[src/rtl/seq_booth_mul_pkg.sv]
// Shared constants, state encoding and Booth select codes for the sequential radix-4 multiplier.
package seq_booth_mul_pkg;

   localparam int DATA_W = 32;
   localparam int ITER   = 16;
   localparam int ACC_W  = DATA_W + 2;
   localparam int CNT_W  = 5;

   localparam logic [CNT_W-1:0] ITER_CNT = CNT_W'(ITER);

   localparam logic [1:0] ST_IDLE = 2'd0;
   localparam logic [1:0] ST_RUN  = 2'd1;
   localparam logic [1:0] ST_DONE = 2'd2;

   typedef enum logic [2:0] {
      SEL_ZERO = 3'd0,
      SEL_PA   = 3'd1,
      SEL_NA   = 3'd2,
      SEL_P2A  = 3'd3,
      SEL_N2A  = 3'd4
   } booth_sel_e;

   // Two guard bits keep -2A representable even for the most negative A.
   function automatic logic [ACC_W-1:0] booth_pp(input booth_sel_e sel, input logic [DATA_W-1:0] a);
      logic [ACC_W-1:0] ext;
      ext = {{2{a[DATA_W-1]}}, a};
      case (sel)
         SEL_PA:  booth_pp = ext;
         SEL_NA:  booth_pp = -ext;
         SEL_P2A: booth_pp = ext << 1;
         SEL_N2A: booth_pp = -(ext << 1);
         default: booth_pp = '0;
      endcase
   endfunction

endpackage

[src/rtl/seq_booth_mul_recoder.sv]
// Radix-4 Booth recoder: maps a multiplier bit triplet to a partial-product select code.
module booth_recoder
   import seq_booth_mul_pkg::*;
(
   input  logic [2:0] triplet,
   output logic [2:0] sel
);

   always_comb begin
      sel = SEL_ZERO;
      case (triplet)
         3'b001, 3'b010: sel = SEL_PA;
         3'b011:         sel = SEL_P2A;
         3'b100:         sel = SEL_N2A;
         3'b101, 3'b110: sel = SEL_NA;
         default:        sel = SEL_ZERO;
      endcase
   end

endmodule

[src/rtl/seq_booth_mul.sv]
// Sequential 32x32 signed multiplier, one Booth bit-pair per clock, 64-bit product on hi/lo.
module seq_booth_mul
   import seq_booth_mul_pkg::*;
(
   input  logic                Clock,
   input  logic                clear,
   input  logic                start,
   input  logic [DATA_W-1:0]   multiplicand,
   input  logic [DATA_W-1:0]   multiplier,
   output logic [DATA_W-1:0]   hi,
   output logic [DATA_W-1:0]   lo,
   output logic                busy,
   output logic                finished
);

   logic [1:0]              state_reg;
   logic [CNT_W-1:0]        count_reg;
   logic [DATA_W-1:0]       mcand_reg;
   logic [ACC_W-1:0]        upper_reg;
   logic [DATA_W-1:0]       lower_reg;
   logic                    prev_reg;

   logic [2:0]              sel_code;
   logic [ACC_W-1:0]        pp;
   logic [ACC_W-1:0]        sum;
   logic [ACC_W+DATA_W-1:0] shifted;

   booth_recoder u_recoder (
      .triplet ({lower_reg[1:0], prev_reg}),
      .sel     (sel_code)
   );

   assign pp      = booth_pp(booth_sel_e'(sel_code), mcand_reg);
   assign sum     = upper_reg + pp;
   assign shifted = $signed({sum, lower_reg}) >>> 2;

   // The multiplier is consumed from the low word as the product shifts in from above.
   always_ff @(posedge Clock or posedge clear) begin
      if (clear) begin
         state_reg <= ST_IDLE;
         count_reg <= '0;
         mcand_reg <= '0;
         upper_reg <= '0;
         lower_reg <= '0;
         prev_reg  <= 1'b0;
      end else begin
         case (state_reg)
            ST_IDLE, ST_DONE: begin
               if (start) begin
                  mcand_reg <= multiplicand;
                  upper_reg <= '0;
                  lower_reg <= multiplier;
                  prev_reg  <= 1'b0;
                  count_reg <= '0;
                  state_reg <= ST_RUN;
               end
            end
            ST_RUN: begin
               // After the 16th pair one more edge retires RUN, so finished lands 17 edges after start.
               if (count_reg == ITER_CNT) begin
                  state_reg <= ST_DONE;
               end else begin
                  upper_reg <= shifted[ACC_W+DATA_W-1:DATA_W];
                  lower_reg <= shifted[DATA_W-1:0];
                  prev_reg  <= lower_reg[1];
                  count_reg <= count_reg + 1'b1;
               end
            end
            default: state_reg <= ST_IDLE;
         endcase
      end
   end

   assign hi       = upper_reg[DATA_W-1:0];
   assign lo       = lower_reg;
   assign busy     = (state_reg == ST_RUN);
   assign finished = (state_reg == ST_DONE);

endmodule
[config.mk]
export PLATFORM = sky130hd
export DESIGN_NAME = seq_booth_mul
export DESIGN_NICKNAME = d
export VERILOG_FILES = /design/src/rtl/seq_booth_mul_pkg.sv /design/src/rtl/seq_booth_mul_recoder.sv /design/src/rtl/seq_booth_mul.sv
export SDC_FILE = /design/constraint.sdc
export NUM_CORES = 1
export LEC_CHECK = 0
export ABC_CLOCK_PERIOD_IN_PS = 4100
export CAP_MARGIN = 20
export CORE_ASPECT_RATIO = 0.7
export CORE_MARGIN = 2
export CORE_UTILIZATION = 32
export DETAILED_ROUTE_END_ITERATION = 6
export PLACE_DENSITY = 0.64
export SLEW_MARGIN = 20
export SYNTH_ARGS = -nofsm -noshare
export SYNTH_HDL_FRONTEND = slang
export SYNTH_HIERARCHICAL = 1
export SYNTH_SLANG_ARGS = --single-unit
[constraint.sdc]
create_clock -name Clock -period 4.1 [get_ports Clock]
set_input_delay 1.025 -clock Clock [delete_from_list [all_inputs] [get_ports Clock]]
set_output_delay 1.025 -clock Clock [all_outputs]
set_load 0.01 [all_outputs]
* Word-level counts from Yosys, hierarchy flattened
Cells that the tools add are included.
** Word-level totals
- Flip-flop bits (word level) :: 106
- Latch bits :: 0
- Bits in writable memories :: 0
- Bits in read-only memories :: 0
- Input port bits :: 67
- Output and inout port bits :: 66
- Memories :: 0
** Cells by class
- $add $sub $neg :: 4
- Multiply operators :: 0
- Div/mod/pow operators :: 0
- $lt $le $gt $ge :: 0
- Eq/ne operators :: 16
- Shift-type cells :: 0
- Mux-type cells :: 17
- Bitwise logic cells :: 0
- Reductions and logical operators :: 8
** Operator list (number)
- $pmux 34 s4 :: 1
- $mux 34 :: 2
- $neg 34->34 :: 2
- $pmux 34 s2 :: 1
- $mux 32 :: 2
- $pmux 32 s2 :: 1
- $add 34x34->34 :: 1
- $eq 3x2->1 const B :: 4
- $eq 3x3->1 const B :: 4
- $pmux 3 s4 :: 1
- $mux 5 :: 2
- $pmux 5 s2 :: 1
- $eq 3x1->1 const B :: 2
- $reduce_or 2->1 :: 3
- $add 5x1->5 const B :: 1
- $eq 5x5->1 const B :: 1
- $mux 2 :: 2
- $ne 2x2->1 const B :: 2
- $pmux 2 s2 :: 1
- $reduce_and 2->1 :: 2
- $reduce_and 3->1 :: 1
- $eq 2x1->1 const B :: 1
- $eq 2x2->1 const B :: 1
- $logic_not 2->1 :: 1
- other kinds (4) :: 5

* Logic depth before layout (Yosys ltp)
Gate-level depths: netlist (run 1).
- Word-level depth :: 8
- Gate-level depth with buffers :: 22
- Gate-level depth less buffers :: 20

* Hierarchy
The synthesis (run 1) kept the hierarchy.
** By module, submodules not included
- seq_booth_mul :: times used 1, cells each 1032, area each 7701.1 um^2
- booth_recoder :: times used 1, cells each 6, area each 36.3 um^2

* Least setup slack after synthesis (run 1)
No wires, ideal clock.
- Path type :: reg2reg
- Start point :: reg mcand_reg[2]
- End point :: reg upper_reg[32]
- Data arrival time :: 4.104 ns
- Data required time :: 3.976 ns
- Path slack :: -0.128 ns
- Stages on the path, launching flop included :: 19
- Path buffers :: 3
- Cells stage by stage :: dfrtp_1 -> buf_6 -> or4_4 -> nand2b_4 -> buf_6 -> nor4_4 -> nand2_2 -> or3_1 -> buf_2 -> o41ai_1 -> a221oi_1 -> o22ai_1 -> ha_1 -> a21o_1 -> a21o_1 -> a2111oi_0 -> o31a_1 -> a221oi_1 -> a211o_1
** On the way
- Cells in the longest elaborated chain, start to end :: 5
** Ends and longest elaborated chain
- start: declaration :: line seq_booth_mul.sv:18 : logic [DATA_W-1:0] mcand_reg;
- start signal: assignment :: line seq_booth_mul.sv:50 : mcand_reg <= multiplicand;
- $neg 34->34 (on tied branches) :: line seq_booth_mul_pkg.sv:29, seq_booth_mul_pkg.sv:31
- $pmux 34 s4 (*) :: line seq_booth_mul_pkg.sv:27 : case (sel)
- $add 34x34->34 (*) :: line seq_booth_mul.sv:34 : assign sum = upper_reg + pp;
- $mux 34 (*) :: line seq_booth_mul.sv:60 : if (count_reg == ITER_CNT) begin
- $pmux 34 s2 (*) :: line seq_booth_mul.sv:47 : case (state_reg)
- end signal: assignment :: line seq_booth_mul.sv:63 : upper_reg <= shifted[ACC_W+DATA_W-1:DATA_W];
- end: declaration :: line seq_booth_mul.sv:19 : logic [ACC_W-1:0] upper_reg;
Mark *: on every way between the ends. The rest lies on a longest branch, timed or not. The select of a mux whose other input is x is not followed.
A chain may end at the register's enable or synchronous reset.

* Final worst setup path (run 1)
- Start point :: reg mcand_reg[10]
- End point :: reg upper_reg[32]
Same word-level chain as after synthesis.

==> reports/results.ini, run 1 <==
[logic_synthesis]
synth.ff_latch_count = 104
yosysTopAreaCell = dfrtp_1
synth_compound_area_share_pct = 23.4
syn_area_sq_um = 7740
netlist.area_leader.share_pct = 33.6
seq_area_frac_synth_pct = 33.6
async_reset_ff_share_pct = 100
synth_cell_types = 59
synth_top_family_by_area = simple AND/OR/NAND/NOR gates
yosys-top-cells-area = dfrtp_1, nand2_1, o21ai_0
yosys_warnings = 6
synth_nets = 1142
synth_ff_type = dfrtp_1
post_synth_fa_ha_maj_area_fraction_pct = 6.08
synth_xor_area_share_pct = 5.09
synthSimpleGateAreaFrac_pct = 26.1
synthCells = 1038
syn_area_per_cell_sq_um = 7.45
synth_edf_count = 0
muxShareOfSynthArea_pct = 0.517

[detailed_routing]
wl_per_cell_um = 17.6
routed_wl_um = 28100
detail-route-antenna-nets = 0
viasPerCell = 5.41
drtIter0Drc = 709
dr.pass1.iters = 5
via_count = 8652
drc_errors = 0

[timing]
relSlewSlack_pct = 34.2
fin_ws_ps = -47.1
worst_slew_pin_slew_ps = 986
rsz0062_at_grt = true
timing.fmax_mhz = 241
hold_violations = 0
min_period_ps = 4150
drv_slew = 0
whs_ps = 521
setup_viol = 3
final.setup_skew_ps = 18.3
period_share_pct = 101
fin_setup_tns_ps = -104

[floorplanning]
die_w_um = 190
core_sq_um = 23700
die_y_um = 134
initial_core_util_pct = 32.6
num_rows = 47
io_pins = 133
fp.dieArea_sq_um = 25500

[final_layout]
antenna_cells = 0
layout_common_cells = nand2_1, buf_4, clkdlybuf4s50_1
final_area_sq_um = 11300
drive_gt1_share_pct = 22.8
final_nets = 1379
area_growth_pct = 46.7
layout_commonest_cell = nand2_1

[cts]
clk_pin_slew_ps = 90
clock_latency_ps = 380
clock_path_buffers = 2
cts_max_level = 3
cts-root-buf = clkbuf_16
cts_buffers = 9
cts.sinks = 104
cts_tree = done

[hold_path]
hold_depth = 2
hold_start = lo[31]$_DFFE_PP0P_
holdPathEnd = lo[31]$_DFFE_PP0P_
min_path_type = reg2reg

[grt]
grt_util_all_layers_pct = 21.6
grt_pass1_wl_um = 43200
grt_max_degree = 66
overflow = 0
antenna_found_initial = 0
grt_pass1_vias = 8021

[setup_path]
critical-path-max-stage-delay_ps = 430
cp_max_fo = 6
critPathRequiredTime_ps = 4370
cp_common_cell = a21o_1
crit_path_end_kind = register
start_kind = register
rr_startpoint = mcand_reg[10]$_DFFE_PP0P_
crit_family = compound AO/OA/AOI/OAI gates
r2r_slack_ps = -50
r2r_end = upper_reg[32]$_DFFE_PP0P_
arrival_ps = 4410
timing.critical_path.buf_inv = 0
r2r_cells = 15
critical_path_class = reg2reg
cpMaxStageDelayCell = or3_4
cp_cell_sequence = or3_4, nand3b_1, nor4_4, nand2_2, or3_4, a22oi_1, o221ai_2, ha_1, a21o_1, a21o_1, a21o_1, a2111oi_4, o31a_1, a221oi_1, a211o_1

[outcome]
violations = negative setup slack
status = finished with violations

[placed_design]
gp_congestion = 0.924
dpl_cell_area_sq_um = 10400
dp_hpwl_um = 19900
numPortBuffers = 132

[job]
maxCapViolations = 0

-- through the flow --
step / utilization (%) / cells / worst slack [ps]
after floorplan: - / 1038 / 4.99
after detailed placement: 43.8 / 1567 / -312
after global placement: 43.8 / 1567 / -267
final: 47.9 / 1598 / -47.1
after CTS: 45.7 / 1587 / -86.2
after global routing: 47.9 / 1598 / -249
-- what timing repair did --
| action | CTS | global route |
|---|---|---|
| endpoints found under the setup margin | 15 | 22 |
| pin swaps | 14 | 36 |
| gates resized for setup | 26 | 97 |
| buffers inserted | 4 | 11 |
| hold buffers | 0 | 0 |
-- metal layers --
| metal | up-vias | GRT usage, % | share of wire [%] |
|---|---|---|---|
| li1 | 4133 | - | - |
| met1 | 4142 | 32.5 | 49 |
| met2 | 324 | 31.0 | 42 |
| met3 | 53 | 4.45 | 6.2 |
| met4 | 0 | 5.73 | 1.9 |
| met5 | - | 0 | 0 |
-- layout make-up --
| type | count | area [sq um] |
|---|---|---|
| Clock buffer | 9 | 225 |
| Fill cell | 2307 | 12300 |
| Inverter | 25 | 96.3 |
| Multi-Input combinational cell | 832 | 5310 |
| Clock inverter | 7 | 78.8 |
| Tap cell | 318 | 398 |
| Sequential cell | 104 | 2600 |
| Timing Repair Buffer | 303 | 2640 |
-- logic make-up after synthesis --
kind of cell               count (synthesis)
AOI/OAI and AO/OA                        292
xor gates and xnor gates                  45
adders and majority gates                 37
buffers and inverters                    102
DFF                                      104
muxes                                      4
and+or+nand+nor                          454
-- Yosys cell counts, types with 5 or more instances --
master and instances:
a211oi_1 6, a21o_1 13, a21oi_1 49, a221oi_1 7, a22oi_1 17, a31oi_1 36
and2_1 6, and3_1 5, buf_1 13, clkbuf_1 61, dfrtp_1 104, ha_1 36
inv_1 24, nand2_1 233, nand2b_1 10, nand3_1 38, nand3b_1 6, nand4_1 5
nor2_1 84, nor2b_1 6, nor3_1 34, o211ai_1 5, o21a_1 8, o21ai_0 92
o221ai_1 5, o22ai_1 15, o31ai_1 15, or3_1 12, xnor2_1 22, xor2_1 23
-- worst reg2reg max path, cell delays in order (launching register included) --
cell       delay, ps
dfrtp_1          390
or3_4            430
nand3b_1         300
nor4_4           300
nand2_2           90
or3_4            420
a22oi_1          210
o221ai_2         170
ha_1             330
a21o_1           190
a21o_1           180
a21o_1           190
a2111oi_4        240
o31a_1           240
a221oi_1         100
a211o_1          260
-- worst max path at each step --
stage	startpoint	to	slack [ps]	cells past startpoint
after floorplan	mcand_reg[2]$_DFFE_PP0P_	upper_reg[30]$_DFFE_PP0P_	5	20
after global placement	mcand_reg[0]$_DFFE_PP0P_	upper_reg[26]$_DFFE_PP0P_	-270	16
after detailed placement	mcand_reg[0]$_DFFE_PP0P_	upper_reg[29]$_DFFE_PP0P_	-310	17
after CTS	mcand_reg[1]$_DFFE_PP0P_	upper_reg[32]$_DFFE_PP0P_	-90	17
after global routing	mcand_reg[1]$_DFFE_PP0P_	upper_reg[24]$_DFFE_PP0P_	-250	19
final	mcand_reg[10]$_DFFE_PP0P_	upper_reg[32]$_DFFE_PP0P_	-50	15
Power of run 1 is not shown: default switching activity piles up to over one toggle a cycle in this logic, so the estimate is an artifact.
==> run 2: changes to the inputs <==
Settings changed: CAP_MARGIN 20 to 30, SLEW_MARGIN 20 to 40.
==> run 2 against run 1 <==
Against the previous run: the run still ends with negative setup slack left; critical endpoint unchanged; first-iteration DRC count rose by 20%; non-clock buffer count fell by 1; die area did not move; worst setup slack got worse by 73 ps; sequential cell count did not move; clock skew fell by 0.97 ps; via count fell by 0.47%; final cell count barely moved; global-route usage barely moved; sequential share of layout area rose by 0.11 points; wire length fell by 0.54%.
==> reports/results.ini, run 2 (synthesis gave the netlist of run 1 again) <==
[hold_path]
min_path_type = reg2reg
holdPathEnd = lo[31]$_DFFE_PP0P_
hold_depth = 2  ; unchanged
hold_start = lo[31]$_DFFE_PP0P_

[floorplanning]
initial_core_util_pct = 32.6  ; unchanged
die_y_um = 134  ; unchanged
io_pins = 133  ; unchanged
fp.dieArea_sq_um = 25500  ; unchanged
core_sq_um = 23700  ; unchanged
die_w_um = 190  ; unchanged
num_rows = 47  ; unchanged

[timing]
final.setup_skew_ps = 17.4  ; -0.966 ps
worst_slew_pin_slew_ps = 730  ; -256 ps
relSlewSlack_pct = 51.3  ; +17 points
rsz0062_at_grt = true
hold_violations = 0  ; unchanged
whs_ps = 517  ; -3.85 ps
fin_setup_tns_ps = -143  ; -38.6 ps
min_period_ps = 4220  ; +73.5 ps
fin_ws_ps = -121  ; -73.5 ps
setup_viol = 2  ; -1
drv_slew = 0  ; unchanged
timing.fmax_mhz = 237  ; -1.7%
period_share_pct = 103  ; +1.8 points

[grt]
antenna_found_initial = 0  ; unchanged
grt_pass1_wl_um = 43300  ; about the same
grt_pass1_vias = 8058  ; +0.46%
grt_max_degree = 66  ; unchanged
overflow = 0  ; unchanged
grt_util_all_layers_pct = 21.6  ; +0.031 points

[cts]
cts_buffers = 9  ; unchanged
clk_pin_slew_ps = 90  ; about the same
cts_tree = done
cts-root-buf = clkbuf_16
cts_max_level = 3  ; unchanged
clock_latency_ps = 380  ; about the same
clock_path_buffers = 2  ; unchanged
hold_buffers = 0  ; unchanged
cts.sinks = 104  ; unchanged

[setup_path]
r2r_end = upper_reg[32]$_DFFE_PP0P_
arrival_ps = 4490  ; +80 ps
cp_max_fo = 6  ; unchanged
r2r_cells = 16  ; +1
cp_cell_sequence = or4_4, nand2b_4, buf_12, nor4_4, nand2_2, or3_4, a22oi_1, o221ai_2, ha_1, a21o_1, a21o_1, a21o_1, a2111oi_4, o31a_1, a221oi_1, a211o_1
critPathRequiredTime_ps = 4370  ; about the same
crit_path_end_kind = register
critical_path_class = reg2reg
rr_startpoint = mcand_reg[1]$_DFFE_PP0P_
r2r_slack_ps = -120  ; -70 ps
critical-path-max-stage-delay_ps = 550  ; +120 ps
cpMaxStageDelayCell = or4_4
cp_common_cell = a21o_1
start_kind = register

[final_layout]
antenna_cells = 0  ; unchanged
final_nets = 1378  ; -0.073%
area_growth_pct = 46.0
fin_util_pct = 47.7  ; -0.23 points
drive_gt1_share_pct = 22.1  ; -0.69 points
final_area_sq_um = 11300  ; -0.47%
layout_common_cells = nand2_1, buf_4, clkdlybuf4s50_1
layout_commonest_cell = nand2_1

[detailed_routing]
detail-route-antenna-nets = 0  ; unchanged
via_count = 8611  ; -0.47%
routed_wl_um = 28000  ; -0.54%
viasPerCell = 5.39  ; -0.41%
wl_per_cell_um = 17.5  ; -0.48%
drc_errors = 0  ; unchanged
drtIter0Drc = 848  ; +20%
dr.pass1.iters = 7  ; +2

[job]
maxCapViolations = 0  ; unchanged

[placed_design]
dp_hpwl_um = 20000  ; +0.62%
numPortBuffers = 132  ; unchanged
dpl_cell_area_sq_um = 10400  ; about the same
gp_congestion = 0.924  ; unchanged

[outcome]
status = finished with violations
violations = negative setup slack

-- run 2: what timing repair did --
item                       4_1_cts  5_1_grt
setup endpoints to repair       14       22
gates resized for setup         26       80
pin swaps                       14       30
setup buffers                    4       10
-- run 2: worst max-delay path by stage --
stage / start / to / slack (ps) / depth (start not counted)
final: mcand_reg[1]$_DFFE_PP0P_ / upper_reg[32]$_DFFE_PP0P_ / -120 / 16
after global routing: mcand_reg[1]$_DFFE_PP0P_ / upper_reg[32]$_DFFE_PP0P_ / -290 / 16
after CTS: mcand_reg[1]$_DFFE_PP0P_ / upper_reg[32]$_DFFE_PP0P_ / -100 / 17
after detailed placement: mcand_reg[0]$_DFFE_PP0P_ / upper_reg[29]$_DFFE_PP0P_ / -300 / 17
after global placement: mcand_reg[0]$_DFFE_PP0P_ / upper_reg[26]$_DFFE_PP0P_ / -270 / 16
after floorplan: mcand_reg[2]$_DFFE_PP0P_ / upper_reg[30]$_DFFE_PP0P_ / 5 / 20
-- run 2: final cells by class --
class,instances,area (sq um)
Fill cell,2297,12400
Tap cell,318,398
Clock inverter,7,78.8
Timing Repair Buffer,302,2630
Multi-Input combinational cell,832,5260
Inverter,25,98.8
Clock buffer,9,225
Sequential cell,104,2600
-- run 2: critical path, delay by kind of cell (launching register included) --
kind	cells	cell delay, ps
AOI/OAI and AO/OA	9	1780
adders and majority gates	1	320
buffers and inverters	1	130
DFF	1	390
and+or+nand+nor	5	1480
-- run 2: per-stage QoR --
| step | std cells | worst slack, ps |
|---|---|---|
| detailed placement | 1567 | -299 |
| floorplan | 1038 | 4.99 |
| global placement | 1567 | -267 |
| CTS | 1587 | -100 |
| global route | 1597 | -287 |
| finish | 1597 | -121 |
-- run 2: routing by layer --
layer	share of wire, %	vias to the layer above	global-route usage (%)
met5	0	-	0
met4	1.4	0	5.43
met3	6.1	35	3.77
met2	43	312	31.4
met1	50	4134	32.8
li1	-	4130	-
Power of run 2 is left out for the same reason.
==> run 3: changes to the inputs <==
Settings changed: CORE_UTILIZATION 32 to 35, PLACE_DENSITY 0.64 to 0.68.
==> run 3 against run 2 <==
Against the previous run: the run still ends with negative setup slack left; maximum frequency up 1.7%; clock skew down 0.86 ps; utilization up 4.1 points; worst hold slack better by 27 ps; first-iteration DRC count down 16%; global-route usage up 1.0 points; final cell count down 2.0%; cell area down 0.69%; count of clock-buffer cells in the layout unchanged; sequential share of layout area up 0.17 points; critical path type unchanged; largest cell class unchanged; highest routed layer is now met5.
==> reports/results.ini, run 3 (synthesis gave the netlist of run 1 again) <==
[floorplanning]
fp.dieArea_sq_um = 23300  ; -8.4%
initial_core_util_pct = 35.7  ; +3.0 points
die_y_um = 128  ; -4.3%
core_sq_um = 21700  ; -8.5%
die_w_um = 182  ; -4.3%
io_pins = 133  ; unchanged
num_rows = 45  ; -4.3%

[detailed_routing]
wl_met2_um = 11600  ; -2.0%
drtIter0Drc = 712  ; -16%
viasPerCell = 5.41  ; +0.39%
via_count = 8471  ; -1.6%
routed_wl_um = 27000  ; -3.5%
m1WireLength_um = 13300  ; -5.0%
wl_per_cell_um = 17.2  ; -1.5%
maxUsedRoutingLayer = met5
wl_met3_um = 1670  ; -2.1%
detail-route-antenna-nets = 0  ; unchanged
dr.pass1.iters = 7  ; unchanged
drc_errors = 0  ; unchanged

[timing]
drv_slew = 0  ; unchanged
fin_ws_ps = -49.6  ; +71.1 ps
setup_viol = 3  ; +1
relSlewSlack_pct = 54.6  ; +3.2 points
timing.fmax_mhz = 241  ; +1.7%
hold_violations = 0  ; unchanged
final.setup_skew_ps = 16.5  ; -0.859 ps
min_period_ps = 4150  ; -71.1 ps
rsz0062_at_grt = true
period_share_pct = 101  ; -1.7 points
fin_setup_tns_ps = -65.1  ; +77.7 ps
worst_slew_pin_slew_ps = 682  ; -48.5 ps

[final_layout]
layout_commonest_cell = nand2_1
fin_cells = 1565  ; -2.0%
area_growth_pct = 45.0
antenna_cells = 0  ; unchanged
layout_common_cells = nand2_1, buf_4, clkdlybuf4s50_1
fin_util_pct = 51.8  ; +4.1 points
final_nets = 1382  ; +0.29%
drive_gt1_share_pct = 22.7  ; +0.55 points
final_area_sq_um = 11200  ; -0.69%

[placed_design]
dp.cells = 1539  ; -1.8%
dpl_cell_area_sq_um = 10400  ; -0.12%
gp_congestion = 0.927  ; +0.30%
dp_hpwl_um = 19700  ; -1.5%
numPortBuffers = 132  ; unchanged

[job]
maxCapViolations = 0  ; unchanged

[setup_path]
cp_max_fo = 4  ; -2
arrival_ps = 4380  ; -110 ps
critPathRequiredTime_ps = 4340  ; -30 ps
crit_path_end_kind = register
r2r_cells = 17  ; +1
critical_path_class = reg2reg
start_kind = register

[cts]
cts_tree = done
cts.sinks = 104  ; unchanged
clk_pin_slew_ps = 80  ; about the same
clock_latency_ps = 370  ; about the same
clock_path_buffers = 2  ; unchanged
hold_buffers = 0  ; unchanged
cts_buffers = 9  ; unchanged
cts-root-buf = clkbuf_16
cts_max_level = 3  ; unchanged

[grt]
grt_util_all_layers_pct = 22.6  ; +1.0 points
grt_pass1_wl_um = 41700  ; -3.7%
overflow = 0  ; unchanged
grt_max_degree = 51  ; -23%
grt_pass1_vias = 7769  ; -3.6%
antenna_found_initial = 0  ; unchanged

[outcome]
violations = negative setup slack
status = finished with violations

[hold_path]
min_path_type = reg2reg
hold_depth = 2  ; unchanged

==> run 3: what timing repair did <==
action	in CTS	in global routing
endpoints found under the hold margin	0	0
resized for setup	26	88
setup buffers	6	4
endpoints found under the setup margin	9	22
pin swaps	17	35
==> run 3: layout make-up <==
class,instances,area (sq um)
fillers,2100,10500
multi-input cells,832,5240
repair buffers,306,2640
flip-flops and latches,104,2600
well taps,282,353
clock buffers,9,225
inverters,25,96.3
clock inverters,7,66.3
==> run 3: per-stage QoR <==
| stage | hold WS, ps | setup slack [ps] |
|---|---|---|
| after global routing | 563 | -189 |
| after floorplan | 509 | 4.99 |
| final | 544 | -49.6 |
| after CTS | 544 | 1.11 |
| after detailed placement | 502 | -241 |
| after global placement | 512 | -174 |
==> run 3: worst max-delay path, cell delays in order (launching register included) <==
cell and delay, ps:
dfrtp_1 410, or4_4 570, nand2b_4 190, or3_4 360, or2_2 310, o21ai_0 150, nand2_1 80, o221ai_2 100
ha_1 300, or2_2 310, a21oi_2 140, nand4b_1 140, nand3b_1 140, a21oi_4 190, o21ai_2 80, a311oi_2 270
xor2_1 170, o21ai_0 90
==> run 3: path summary, 6_finish.rpt <==
check                                              start                         to  slack [ps]
worst max-delay path            mcand_reg[0]$_DFFE_PP0P_  upper_reg[24]$_DFFE_PP0P_         -50
worst max register to register  mcand_reg[0]$_DFFE_PP0P_  upper_reg[24]$_DFFE_PP0P_         -50
min in group asynchronous                          clear          lo[2]$_DFFE_PP0P_        1120
worst min-delay path                  lo[31]$_DFFE_PP0P_         lo[31]$_DFFE_PP0P_         540
worst min register to register        lo[31]$_DFFE_PP0P_         lo[31]$_DFFE_PP0P_         540
max in group asynchronous                          clear  upper_reg[20]$_DFFE_PP0P_        2240
==> run 3: metal layers <==
metal	up-vias	track usage, %
met3	33	4.98
met4	2	4.83
met2	262	33.0
met5	-	2.20
met1	4029	33.9
li1	4145	-
Power of run 3 is left out for the same reason.
